===== src/rtl/led_matrix_scan_driver.sv =====
// led_matrix_scan_driver
// Double-buffers a 5x7 character frame and scans it onto an LED matrix one
// column at a time. Each column slot starts with a blanking gap. New frames
// move from the shadow buffer to the active buffer only at the frame boundary.
//
// Optional build macro: LED_SCAN_PWM_EN
//   Defined   : the DRIVE portion is split into 8 sub-windows and rows are lit
//               for the first brightness+1 of them (brightness sampled at frame_start).
//   Undefined : brightness is ignored; rows are lit for the whole DRIVE portion.
//
// Ports:
//   clk, rst_n   clock; asynchronous active-low reset
//   frame_data   35-bit frame, bit c*5+r = column c, row r (1 = LED on)
//   frame_valid  frame_data valid
//   frame_ready  shadow buffer free (transfer on valid && ready)
//   brightness   PWM duty, used only with LED_SCAN_PWM_EN
//   col_n        one-hot active-low column select
//   row          active-high row drive for the selected column
//   frame_start  one-cycle pulse as column 0's slot begins
module led_matrix_scan_driver #(
    parameter  int unsigned COL_CYCLES   = 1000,
    parameter  int unsigned BLANK_CYCLES = 50,
    localparam int unsigned NUM_COLS     = 7,
    localparam int unsigned NUM_ROWS     = 5,
    localparam int unsigned FRAME_W      = NUM_COLS * NUM_ROWS
) (
    input  logic                clk,
    input  logic                rst_n,
    input  logic [FRAME_W-1:0]  frame_data,
    input  logic                frame_valid,
    output logic                frame_ready,
    input  logic [2:0]          brightness,
    output logic [NUM_COLS-1:0] col_n,
    output logic [NUM_ROWS-1:0] row,
    output logic                frame_start
);

    localparam int unsigned CNT_W  = $clog2(COL_CYCLES);
    localparam int unsigned IDX_W  = 3;
    localparam int unsigned BASE_W = $clog2(FRAME_W);

    localparam logic [CNT_W-1:0] CNT_LAST       = CNT_W'(COL_CYCLES - 1);
    localparam logic [CNT_W-1:0] CNT_BLANK_LAST = CNT_W'(BLANK_CYCLES - 1);
    localparam logic [IDX_W-1:0] IDX_LAST       = IDX_W'(NUM_COLS - 1);

    typedef enum logic {
        BLANK = 1'b0,
        DRIVE = 1'b1
    } state_t;

    state_t               state_q, state_d;
    logic [CNT_W-1:0]     cnt_q, cnt_d;
    logic [IDX_W-1:0]     idx_q, idx_d;
    logic [FRAME_W-1:0]   active_q, active_d;
    logic [FRAME_W-1:0]   shadow_q, shadow_d;
    logic                 pending_q, pending_d;
    logic                 swap_q;
    logic                 wrap, swap, accept;
    logic [BASE_W-1:0]    base;
    logic [NUM_COLS-1:0]  col_n_d;
    logic [NUM_ROWS-1:0]  row_d;

`ifdef LED_SCAN_PWM_EN
    localparam int unsigned SUB_CYCLES = (COL_CYCLES - BLANK_CYCLES) / 8;

    logic [2:0] bright_q;
    logic       pwm_on;

    // Lit while the offset into DRIVE lies inside the first brightness+1 sub-windows;
    // the remainder cycles after the 8th sub-window always fall outside.
    always_comb begin
        pwm_on = (32'(cnt_q) - BLANK_CYCLES) < ((32'(bright_q) + 32'd1) * SUB_CYCLES);
    end

    // Brightness is latched once per frame so a frame never changes duty mid-scan.
    always_ff @(posedge clk or negedge rst_n) begin
        if (!rst_n) begin
            bright_q <= 3'd7;
        end else if (swap_q) begin
            bright_q <= brightness;
        end
    end
`else
    logic unused_brightness;
    assign unused_brightness = ^brightness;
`endif

    // Next-state, slot counting, buffer control and next output values.
    always_comb begin
        state_d   = state_q;
        cnt_d     = cnt_q + CNT_W'(1);
        idx_d     = idx_q;
        active_d  = active_q;
        shadow_d  = shadow_q;
        pending_d = pending_q;
        col_n_d   = '1;
        row_d     = '0;
        wrap      = (cnt_q == CNT_LAST);
        swap      = wrap && (idx_q == IDX_LAST);
        accept    = frame_valid && !pending_q;
        base      = BASE_W'(idx_q) * BASE_W'(NUM_ROWS);

        if (wrap) begin
            cnt_d = '0;
            idx_d = (idx_q == IDX_LAST) ? '0 : idx_q + IDX_W'(1);
        end

        case (state_q)
            BLANK:   if (cnt_q == CNT_BLANK_LAST) state_d = DRIVE;
            DRIVE:   if (wrap) state_d = BLANK;
            default: state_d = BLANK;
        endcase

        if (state_q == DRIVE) begin
            col_n_d = ~(NUM_COLS'(1) << idx_q);
            row_d   = active_q[base +: NUM_ROWS];
`ifdef LED_SCAN_PWM_EN
            if (!pwm_on) row_d = '0;
`endif
        end

        // Swap needs pending=1 and accept needs pending=0, so they are exclusive.
        if (swap && pending_q) begin
            active_d  = shadow_q;
            pending_d = 1'b0;
        end else if (accept) begin
            shadow_d  = frame_data;
            pending_d = 1'b1;
        end
    end

    // FSM and scan position.
    always_ff @(posedge clk or negedge rst_n) begin
        if (!rst_n) begin
            state_q <= BLANK;
            cnt_q   <= '0;
            idx_q   <= '0;
        end else begin
            state_q <= state_d;
            cnt_q   <= cnt_d;
            idx_q   <= idx_d;
        end
    end

    // Frame buffers and handshake state; swap_q marks the first cycle of column 0.
    always_ff @(posedge clk or negedge rst_n) begin
        if (!rst_n) begin
            active_q  <= '0;
            shadow_q  <= '0;
            pending_q <= 1'b0;
            swap_q    <= 1'b0;
        end else begin
            active_q  <= active_d;
            shadow_q  <= shadow_d;
            pending_q <= pending_d;
            swap_q    <= swap;
        end
    end

    // Registered outputs; frame_ready tracks !pending exactly.
    always_ff @(posedge clk or negedge rst_n) begin
        if (!rst_n) begin
            col_n       <= '1;
            row         <= '0;
            frame_start <= 1'b0;
            frame_ready <= 1'b1;
        end else begin
            col_n       <= col_n_d;
            row         <= row_d;
            frame_start <= swap_q;
            frame_ready <= !pending_d;
        end
    end

endmodule

===== config.mk =====
export PLATFORM = sky130hd
export DESIGN_NAME = led_matrix_scan_driver
export DESIGN_NICKNAME = d
export VERILOG_FILES = /design/src/rtl/led_matrix_scan_driver.sv
export SDC_FILE = /design/constraint.sdc
export NUM_CORES = 1
export LEC_CHECK = 0
export ABC_CLOCK_PERIOD_IN_PS = 5800
export CAP_MARGIN = 20
export CORE_MARGIN = 8
export CORE_UTILIZATION = 51
export CTS_CLUSTER_SIZE = 14
export DETAILED_ROUTE_END_ITERATION = 7
export PLACE_DENSITY_LB_ADDON = 0.12
export SLEW_MARGIN = 20
export SYNTH_ARGS = -nofsm -noshare
export SYNTH_HDL_FRONTEND = slang
export SYNTH_SLANG_ARGS = --single-unit
export TNS_END_PERCENT = 5

===== constraint.sdc =====
create_clock -name clk -period 5.8 [get_ports clk]
set_clock_uncertainty 0.1 [all_clocks]
set_input_delay 1.16 -clock clk [delete_from_list [all_inputs] [get_ports clk]]
set_output_delay 1.16 -clock clk [all_outputs]
set_load 0.005 [all_outputs]

### Word-level counts from Yosys, hierarchy flattened

Cells that the tools add are included.

* bitwise gates (word level): 3
* $mul: 1
* eq/ne operators: 3
* add/subtract/negate cells: 2
* shifts and indexed selects: 2
* muxes and demuxes: 9
* reductions and logical operators: 6

Operator list (count)
* $shiftx A35 B7 Y5: 1
* $add A10 B1 Y10 const B: 1
* $eq A10 B10 Y1 const B: 1
* $eq A10 B6 Y1 const B: 1
* $mux W10: 1
* $mux W7: 1
* $not A7 Y7: 1
* $shl A1 B3 Y7 const A: 1
* $mul A3 B3 Y6 const B: 1
* $mux W5: 1
* $mux W1: 4
* $add A3 B1 Y3 const B: 1
* $eq A3 B3 Y1 const B: 1
* $logic_and A1 B1 Y1: 3
* $mux W3: 1
* $logic_not A1 Y1: 2
* $not A1 Y1: 2
* $pmux W1 S2: 1
* $reduce_and A2 Y1: 1

* logic and storage cells: 37
* output and inout port bits: 14
* register bits: 100

### Depth between registers and ports, before layout

* depth in word-level cells: 5
* depth in mapped cells: 7

### Worst setup path after synthesis

No wires, ideal clock.

* path kind: input port to flip-flop
* from: in frame_valid
* to: reg shadow_q[10]
* arrival: 2.140 ns
* stages on the path: 4
* slack: 3.435 ns
* data required time: 5.575 ns
* cell sequence: nor2b_1 -> buf_2 -> buf_1 -> mux2_2

* longest elaborated chain between the ends: 2

RTL lines
* start, declared: line 30 `input logic frame_valid,`
* $logic_and A1 B1 Y1: line 100 `accept = frame_valid && !pending_q;`
* $reduce_and A2 Y1 (no line)
* end signal, assigned: line 154 `shadow_q <= shadow_d;`
* end, declared: line 55 `logic [FRAME_W-1:0] shadow_q, shadow_d;`

Every way passes these cells.
A chain may end at the register's enable or synchronous reset.

### Worst setup path after layout

* from: in frame_valid
* to: reg shadow_q[23]

The elaborated chain is that of the path after synthesis.

==> reports/qor.csv <==
stage,metric,value,unit
status,status,"finished, final reports clean",
die,fp.coreArea,0.00809,mm²
cells_and_area,syn_to_final_growth,18.6,%
clock_network,clkTransAtPathRegs,0.09,ns
pwr,leakage,2.37,nW
sta,hold_slack,0.253,ns
clock_network,ctsLongestPathBuffers,2,
setup_path,start_kind,input pin,
sta,rsz0062_at_grt,false,
sta,tns,0,ns
pwr,vdd_drop_max,171,µV
clock_network,h-tree-depth,3,
sta,period_share,47.6,%
cells_and_area,antennaDiodeCount,0,
setup_path,critPathLaunch,frame_valid,
clock_network,clkSinkCount,100,
place,pre_cts_ws,2.63,ns
logic_synthesis,avgSynthCellArea,15.0,µm²
die,initial_utilization,52.0,%
logic_synthesis,synthMuxAreaShare,25.4,%
logic_synthesis,synth.distinct_cells,40,
clock_network,hold_buffers,0,
setup_path,worstReg2RegEnd,active_q[3],
global_routing,met3_usage,5.22,%
min_path,holdPathEnd,frame_start,
logic_synthesis,synth-simple-area-share,5.92,%
die,chipHeight,107,µm
logic_synthesis,syn_nets,325,
cells_and_area,final_common_cell,dfrtp_1,
place,place_congestion,0.733,
pwr,p_sw,260,µW
min_path,hp-start,swap_q,
clock_network,root_buffer,clkbuf_8,
cells_and_area,layout_common_cells,"92 x dfrtp_1, 50 x clkdlybuf4s50_1, 43 x mux2_2",
setup_path,critical_path_class,in2reg,
pwr,powerDensity,258,mW/mm²
global_routing,antenna_found_initial,0,
clock_network,clock_latency,0.35,ns
setup_path,ff2ff_path_depth,5,
routing,dr.first_iter.drc_count,66,
setup_path,worst-path-max-fanout,35,
place,port_buffers,51,
logic_synthesis,synth_xor_area_share,0.833,%
clock_network,cts_tree,built,
logic_synthesis,synth_cells,281,
routing,drt_pass1_iterations,4,
routing,num_vias,2291,
sta,fin_crit,2.76,ns
global_routing,grt_max_degree,63,
logic_synthesis,synth_top_family_by_area,multiplexers,
logic_synthesis,synth_adder_area_share,0.892,%
cells_and_area,layout-drive-gt1-share,30.6,%
routing,vias_per_cell,5.23,
sta,worst_pin_slew,0.976,ns
sta,setup_ws,3.04,ns
clock_network,post_cts_buffers,0,
logic_synthesis,ys_seq_elements,100,
routing,antenna_left,0,
setup_path,r2r_start,cnt_q[0],
routing,drc_errors,0,
routing,wire_per_inst,15.9,µm
min_path,min_path_cells,0,
sta,slew_violations,0,
pwr,finalPower,1.29,mW
logic_synthesis,synth_compound_area_share,4.79,%
sta,fmax,362,MHz
cells_and_area,nNetsFinal,372,
die,io_pins,55,
pwr,seqPwrFrac,57.8,%
sta,finalHoldViolCount,0,
sta,slew_headroom,34.8,%
global_routing,grt_pass1_wl,12100,µm
flow_run,drv_cap,0,
logic_synthesis,syn_area,0.00421,mm²
setup_path,rrSetupSlack,3.31,ns
logic_synthesis,ys.warnings.count,0,
setup_path,required,5.93,ns
global_routing,busiest_layer,met2,
global_routing,gr-usage-met1,16.9,%
place,hpwlAfterDp,4740,µm
pwr,internal-power,1.03,mW
global_routing,gr-usage-met2,20.6,%
pwr,p_sw_share,20.2,%
routing,wl,6950,µm
logic_synthesis,yosysSeqAreaShare,59.7,%
global_routing,grt.total_usage,13.3,%
clock_network,cts_buffers,9,
sta,setup_violations,0,
setup_path,crit_path_end_kind,flip-flop,
pwr,p_comb_share,5.3,%
min_path,hp-class,reg2reg,
pwr,clkPwrFrac,36.9,%
global_routing,overflow,0,
global_routing,grt_pass1_vias,2477,
die,die_w,107,µm
die,rows,33,
clock_network,cts_resized,0,
setup_path,cp.arrival,2.89,ns
die,die_area,0.0114,mm²
power groups by stage:
stage	clock [mW]	sequential [mW]	combinational [mW]
2_1_floorplan	0	0.753	0.0284
3_3_place_gp	0	0.758	0.0683
3_5_place_dp	0	0.759	0.0703
4_1_cts	0.491	0.745	0.0705
5_1_grt	0.520	0.749	0.0766
6_report	0.476	0.745	0.0682
flip-flops by register name (all words and copies together), names as in the netlist:
register	count
row	5
frame_start	1
state_q	1
active_q	35
swap_q	1
frame_ready	1
col_n	7
shadow_q	35
pending_q	1
cnt_q	10
idx_q	3
how the worst max path moves through the flow:
stage | to | slack [ns] | depth (start not counted)
after CTS | shadow_q[23] | 3.00 | 3
after global placement | shadow_q[25] | 2.66 | 3
after global routing | shadow_q[32] | 2.95 | 3
final | shadow_q[23] | 3.04 | 3
after floorplan | shadow_q[10] | 3.43 | 4
after detailed placement | shadow_q[23] | 2.63 | 3
worst max-delay path: stages:
cell and delay (ns):
clkdlybuf4s50_1 0.49, nor2b_4 0.80, mux2_2 0.42
stage by stage:
| stage | util, % | cell area [µm²] | cells |
|---|---|---|---|
| final | 61.6 | 4990 | 438 |
| after global routing | 61.6 | 4990 | 438 |
| after CTS | 61.6 | 4990 | 438 |
| after detailed placement | 58.9 | 4770 | 422 |
| after global placement | 58.9 | 4770 | 422 |
| after floorplan | - | 4210 | 281 |
cells by family after synthesis:
| kind of cell | Yosys count |
|---|---|
| compound gates | 30 |
| buf+inv | 19 |
| fa+ha+maj | 3 |
| xor+xnor | 4 |
| flops | 100 |
| simple gates | 44 |
| mux | 81 |
per-layer routing:
layer	routed length (µm)	part of all wire [%]	up-vias
met2	3290	47	45
met1	3230	47	1145
met3	381	5.5	5
met4	50	0.72	0
met5	0	0	-
li1	-	-	1096
area by class of cell:
| cell class | instances | area (µm²) |
|---|---|---|
| Inverter | 3 | 11.3 |
| Timing Repair Buffer | 52 | 515 |
| Clock buffer | 12 | 145 |
| Fill cell | 666 | 3100 |
| Multi-Input combinational cell | 162 | 1600 |
| Tap cell | 105 | 131 |
| Sequential cell | 100 | 2510 |
| Clock inverter | 4 | 75.1 |
Yosys cell counts:
cell type	instances	area share, %
dfrtp_1	92	55
mux2_2	43	12
mux2_4	28	10
nor2_1	10	0.89
o21ai_0	9	1.1
dfstp_2	8	5.0
nand2_1	8	0.71
nand3_1	8	0.95
a21oi_1	7	0.83
clkbuf_1	5	0.45
mux2i_1	5	1.2
mux4_2	5	2.7
o211a_1	5	1.2
nor2b_1	4	0.59
and3_1	3	0.45
buf_1	3	0.27
buf_2	3	0.36
buf_6	3	0.80
ha_1	3	0.89
a22o_1	2	0.42
a31oi_1	2	0.30
buf_4	2	0.36
inv_1	2	0.18
nand4_1	2	0.30
nor4b_1	2	0.42
xnor2_1	2	0.42
xor2_1	2	0.42
a211o_1	1	0.21
a21o_1	1	0.18
a311o_1	1	0.24
and2_1	1	0.15
and4_1	1	0.21
and4b_1	1	0.24
and4bb_1	1	0.30
clkinv_1	1	0.089
nand3_4	1	0.42
nor3_1	1	0.12
nor3b_1	1	0.18
o21a_1	1	0.18
o21bai_1	1	0.18
No activity file was read; power rests on OpenSTA's default activity.
